===== config.mk =====
export PLATFORM = sky130hd
export DESIGN_NAME = gap_fill_arbiter
export DESIGN_NICKNAME = d
export VERILOG_FILES = /design/src/rtl/gap_fill_pkg.sv /design/src/rtl/gap_fill_core.sv /design/src/rtl/gap_fill_arbiter.sv
export SDC_FILE = /design/constraint.sdc
export NUM_CORES = 1
export LEC_CHECK = 0
export BUFFER_PORTS_ARGS = -buffer_cell sky130_fd_sc_hd__buf_2
export CAP_MARGIN = 0
export CORE_UTILIZATION = 41
export DETAILED_ROUTE_END_ITERATION = 16
export PLACE_DENSITY = 0.76
export RECOVER_POWER = 25
export SYNTH_ARGS = -nofsm -noshare
export SYNTH_HDL_FRONTEND = slang
export SYNTH_SLANG_ARGS = --single-unit

===== constraint.sdc =====
create_clock -name clk -period 1.7 [get_ports clk]
set_input_delay 0.255 -clock clk [delete_from_list [all_inputs] [get_ports clk]]
set_output_delay 0.255 -clock clk [all_outputs]
set_load 0.03 [all_outputs]

===== src/rtl/gap_fill_pkg.sv =====
// Shared types and constants for the gap-fill arbiter slice.
package gap_fill_pkg;

    localparam int       GF_W    = 6;
    localparam bit [2:0] PATTERN = 3'b101;

    typedef logic [GF_W-1:0] gf_word_t;

    typedef enum logic {
        EMPTY = 1'b0,
        FULL  = 1'b1
    } arb_state_t;

endpackage


===== src/rtl/gap_fill_core.sv =====
// Combinational gap fill: any 0 with 1s on both sides is set, MSB-first,
// each window seeing the result of the windows above it.
module gap_fill_core
    import gap_fill_pkg::*;
(
    input  gf_word_t din,
    output gf_word_t dout,
    output logic     changed
);

    gf_word_t w;

    always_comb begin
        w = din;
        for (int i = GF_W - 1; i >= 2; i--) begin
            if (w[i -: 3] == PATTERN) begin
                w[i-1] = 1'b1;
            end
        end
    end

    assign dout    = w;
    assign changed = (w != din);

endmodule


===== src/rtl/gap_fill_arbiter.sv =====
// Two-requester round-robin front end for one shared gap-fill unit, with a
// registered result stage. Statistics counters exist only with GAP_FILL_ARB_STATS_EN.
module gap_fill_arbiter
    import gap_fill_pkg::*;
#(
    parameter int CNT_W  = 8,
    parameter int DATA_W = GF_W
) (
    input  logic              clk,
    input  logic              rst,
    input  logic              req0_valid,
    input  logic [DATA_W-1:0] req0_data,
    output logic              req0_ready,
    input  logic              req1_valid,
    input  logic [DATA_W-1:0] req1_data,
    output logic              req1_ready,
    output logic              out_valid,
    output logic [DATA_W-1:0] out_data,
    output logic              out_id,
    output logic              out_changed,
    input  logic              out_ready,
    output logic [CNT_W-1:0]  stat_words,
    output logic [CNT_W-1:0]  stat_changed
);

    arb_state_t state, state_nxt;
    logic       last_grant;
    logic       can_load;
    logic       any_req;
    logic       grant;
    logic       hs;
    gf_word_t   fill_in;
    gf_word_t   fill_out;
    logic       fill_changed;

    assign can_load = (state == EMPTY) || out_ready;
    assign any_req  = req0_valid || req1_valid;

    // Contested cycles go to whoever did not win last; a lone requester always wins.
    always_comb begin
        grant = 1'b0;
        if (req0_valid && req1_valid) begin
            grant = ~last_grant;
        end else if (req1_valid) begin
            grant = 1'b1;
        end
    end

    assign hs      = can_load && any_req;
    assign fill_in = grant ? req1_data : req0_data;

    gap_fill_core u_core (
        .din     (fill_in),
        .dout    (fill_out),
        .changed (fill_changed)
    );

    always_ff @(posedge clk or posedge rst) begin
        if (rst) begin
            state      <= EMPTY;
            last_grant <= 1'b1;
        end else begin
            state <= state_nxt;
            if (hs) begin
                last_grant <= grant;
            end
        end
    end

    always_comb begin
        state_nxt = state;
        case (state)
            EMPTY: if (hs) state_nxt = FULL;
            FULL:  if (out_ready && !hs) state_nxt = EMPTY;
            default: state_nxt = EMPTY;
        endcase
    end

    always_comb begin
        req0_ready = 1'b0;
        req1_ready = 1'b0;
        out_valid  = (state == FULL);
        if (hs) begin
            req0_ready = ~grant;
            req1_ready = grant;
        end
    end

    always_ff @(posedge clk or posedge rst) begin
        if (rst) begin
            out_data    <= '0;
            out_id      <= 1'b0;
            out_changed <= 1'b0;
        end else if (hs) begin
            out_data    <= fill_out;
            out_id      <= grant;
            out_changed <= fill_changed;
        end
    end

`ifdef GAP_FILL_ARB_STATS_EN
    always_ff @(posedge clk or posedge rst) begin
        if (rst) begin
            stat_words   <= '0;
            stat_changed <= '0;
        end else if (hs) begin
            if (!(&stat_words)) begin
                stat_words <= stat_words + CNT_W'(1);
            end
            if (fill_changed && !(&stat_changed)) begin
                stat_changed <= stat_changed + CNT_W'(1);
            end
        end
    end
`else
    assign stat_words   = '0;
    assign stat_changed = '0;
`endif

endmodule

Yosys cells after proc, flatten, opt, wreduce, memory -nomap -nowiden
Index checks and enable logic that the tools add are counted.
Widths: inputs -> output; s select.

word-level totals
  register bits = 10
  output and inout bits = 27
  logic and storage cells = 31
  input bits = 17

cells by class
  eq/ne operators = 5
  mux-type cells = 12
  reductions and logical operators = 6
  bitwise operators = 3

operator list
  cell                number
  $eq 3x3->1 const B  4
  $mux 1              10
  $mux 6              1
  $ne 4x4->1          1
  $logic_and 1x1->1   3
  $not 1->1           3
  $logic_or 1x1->1    2
  $pmux 1 s2          1
  $logic_not 1->1     1

Longest topological paths before layout
  word-level depth = 12
  mapped depth = 5

Cells and area by module
Synthesis repeated with hierarchy kept, for this count alone.

second synthesis, totals
  cells, all modules = 72
  area total of the unflattened synthesis = 762.0 um2

modules (own cells, without submodules)
  module            times used  area each (um2)  cells an instance
  gap_fill_arbiter  1           675.6            57
  gap_fill_core     1           86.3             15

Worst setup path before layout
OpenSTA, ideal clock, no wires.

  path type = register to output
  from = register state (netlist: out_valid)
  to = output req0_ready
  slack = 0.111 ns
  stages on the path, launching flop included = 5
  arrival = 1.334 ns
  path through = dfrtp_1 > nand2b_1 > o21ai_2 > buf_2 > nor2_1

between the ends
  cells in the longest elaborated chain, start to end = 4

ends and longest elaborated chain
  what                    line                    source
  start, declared         gap_fill_arbiter.sv:26  arb_state_t state, state_nxt;
  start signal, assigned  gap_fill_arbiter.sv:63  state <= state_nxt;
  $not 1->1               --
  $logic_or 1x1->1        gap_fill_arbiter.sv:36  assign can_load = (state == EMPTY) || out_ready;
  $logic_and 1x1->1       gap_fill_arbiter.sv:49  assign hs = can_load && any_req;
  $mux 1                  gap_fill_arbiter.sv:83  if (hs) begin
  end, declared           gap_fill_arbiter.sv:13  output logic req0_ready,

Every way passes these cells.

Worst setup path in the final report
  from = register last_grant
  to = output req0_ready

between the ends
  cells in the longest elaborated chain, start to end = 4

ends and longest elaborated chain
  what                    line                    source
  start, declared         gap_fill_arbiter.sv:27  logic last_grant;
  start signal, assigned  gap_fill_arbiter.sv:65  last_grant <= grant;
  $not 1->1               gap_fill_arbiter.sv:43  grant = ~last_grant;
  $mux 1                  gap_fill_arbiter.sv:42  if (req0_valid && req1_valid) begin
  $not 1->1               gap_fill_arbiter.sv:84  req0_ready = ~grant;
  $mux 1                  gap_fill_arbiter.sv:83

Every way passes these cells.

==> impl_results.md <==
- Final WL: 1.51 mm
- Hold Path Class: in2reg
- DRT iter0 DRCs: 5
- Area contributors post-synth: dfrtp_1 32%, buf_4 17%, a211oi_1 6.5%, nand2_1 6.5%, dfstp_2 3.8%
- Diodes inserted: 0
- CP startpoint kind: flop
- CTS tree: built
- Avg Cell Area, Syn: 9.05 sq um
- Maximum VDD drop: 0.600 mV
- Die X-Extent: 43.2 um
- Worst EP arrival: 1400 ps
- CTS H-tree lvls: 1
- RSZ-0062 raised after global routing: no
- PD cells: 951 mW/mm^2
- Drt first pass iters: 4
- # fillers: 154
- Final setup fails: 0
- Seq cells post-synth: 10
- Share of the synthesized area in the top cell type: 32.3%
- Design Area, Final: 863 sq um
- Pin count of the biggest net entering global routing: 14
- Worst Skew: 1.75 ps
- Average wire per standard cell: 11.8 um
- Total GRT Usage: 17.2%
- CP max FO: 8
- Most frequent cell after synthesis: buf_4
- Routed vias/inst: 4.89
- Final-report hold violation count: 0
- Fmax: 0.604 GHz
- Clock Sink Count: 10
- Min Hold Slack: 236 ps
- Yosys warns: 0
- Synth Flop Type: dfrtp_1
- Number of global-route vias before repair: 543
- Placed Area: 779 sq um
- Post-synth top cells: 16 x buf_4, 12 x nand2_1, 9 x dfrtp_1, 6 x a211oi_1
- Clk slew on worst S/H paths: 70 ps
- Drt drc: 0
- Layout net count: 130
- CP Class: reg2out
- Clock latency at the later pin of the worst-skew pair: 270 ps
- Max-slew violation count: 0
- Number of buffers added on ports: 27
- Via count: 626
- Post-synth EDFFs: 0
- Share of cells above drive strength 1: 37.5%
- Leakage power: 0.470 nW
- Post-synth top area cell: dfrtp_1
- Sequential fraction of the synthesis area: 36.1%
- Post-DP HPWL: 1.19 mm
- GRT overflow: 0
- Period utilisation layout: 97.4%
- Row count: 14
- IO Pins: 44
- Synth Cell Area: 697 sq um
- Endpoint class of the critical path: output port
- Core Box Area: 0.00154 sq mm
- CP Data Required Time: 1440 ps
- Initial antenna violation count: 0
- Yosys cell types: 27
- First-pass GRT wire length: 2.33 mm
- Starting Density: 45.2%
- Area Growth Syn to Fin: 23.9%
- Num CTS Buffers: 3
- Minimum clock period: 1660 ps
- Die area: 0.00187 sq mm
- Fraction of registers with async set/reset: 100%
- GP Congestion: 0.785
- Finished Layout Cells: 128
- Max-Cap Viols: 0
- Antenna-violating nets left: 0
- Status: completed
- CTS Root Cell: clkbuf_4
- Sum Neg Setup Slack: 0 ps
- Cells after DPL: 118
- Die Ht: 43.2 um
- Max Root-Sink Buffers: 2
- Post-Syn Instances: 77
==> sequential cells by signal, summed over array words and instances, names as in the netlist <==
name	count
out_data	6
out_id	1
last_grant	1
out_valid	1
out_changed	1
==> logic make-up (layout without fill, tap and decap cells) <==
kind of cell / Yosys count / after routing / synth area share (%)
compound gates: 22 / 22 / 25.0
buf+inv: 21 / 41 / 21.2
flops: 10 / 10 / 36.1
mux: 2 / 2 / 2.87
other cells: 1 / 16 / 0.538
simple gates: 21 / 21 / 14.4
==> path summary, 6_finish.rpt <==
path | end | startpoint | slack [ps] | cells after the start
worst min register to register | out_data[4]$_DFFE_PP0P_ | out_data[4]$_DFFE_PP0P_ | 480 | 2
worst max-delay path | req0_ready | last_grant$_DFFE_PP1P_ | 40 | 4
min in group asynchronous | out_data[2]$_DFFE_PP0P_ | rst | 500 | 3
worst min-delay path | out_valid$_DFF_PP0_ | req1_valid | 240 | 3
worst max register to register | out_changed$_DFFE_PP0P_ | last_grant$_DFFE_PP1P_ | 270 | 5
max in group asynchronous | last_grant$_DFFE_PP1P_ | rst | 890 | 3
==> routing by layer <==
layer	GRT usage [%]	wire (um)	up-vias
met5	0	0	-
met4	9.09	19	0
met3	5.53	109	4
met2	25.7	753	29
met1	21.8	632	287
li1	-	-	306
==> worst max-delay path, cell delays in order, from the launching register on <==
cell and delay (ps):
dfstp_2 570, a21boi_4 90, buf_4 140, nor2_1 110
buf_2 220
==> per-stage QoR <==
stage	setup WS [ps]	utilization (%)	total power [W]
finish	44.2	56.0	0.000821
floorplan	111	-	0.000537
detailed placement	279	50.6	0.000590
global route	4.41	56.0	0.000866
CTS	20.8	53.6	0.000814
global placement	317	50.6	0.000583
==> placed cells by master (no fill, tap or decap), types with 2 or more instances in the layout <==
master and count:
dfrtp_1 9, nand2b_1 3, clkbuf_4 3, buf_4 6, nor2_1 2, buf_2 27, conb_1 16, o21ai_1 2
o31ai_1 3, inv_1 3, nand2_1 12, a211oi_1 6, mux2i_1 2, a21o_1 2, a21oi_1 2
==> area by class of cell <==
class / instances / area [sq um] / area share, %
sequential: 10 / 251 / 29.1
tap: 16 / 20.0 / 2.32
multi-input combinational: 61 / 354 / 41.0
clock buffer: 4 / 36.3 / 4.20
inverter: 3 / 11.3 / 1.30
timing repair buffer: 34 / 190 / 22.0
==> where the power goes <==
group          switching [W]  internal [W]
combinational       0.000209     0.0000961
clock              0.0000899      0.000130
sequential         0.0000201      0.000276
==> what timing repair did <==
| action | 4_1_cts | 5_1_grt |
|---|---|---|
| setup buffers | 0 | 5 |
| setup endpoints to repair | 0 | 1 |
| hold buffers | 1 | 0 |
| hold endpoints to repair | 9 | 0 |
| gates resized for setup | 0 | 0 |
Note: power is estimated with default switching activity, not from simulation.
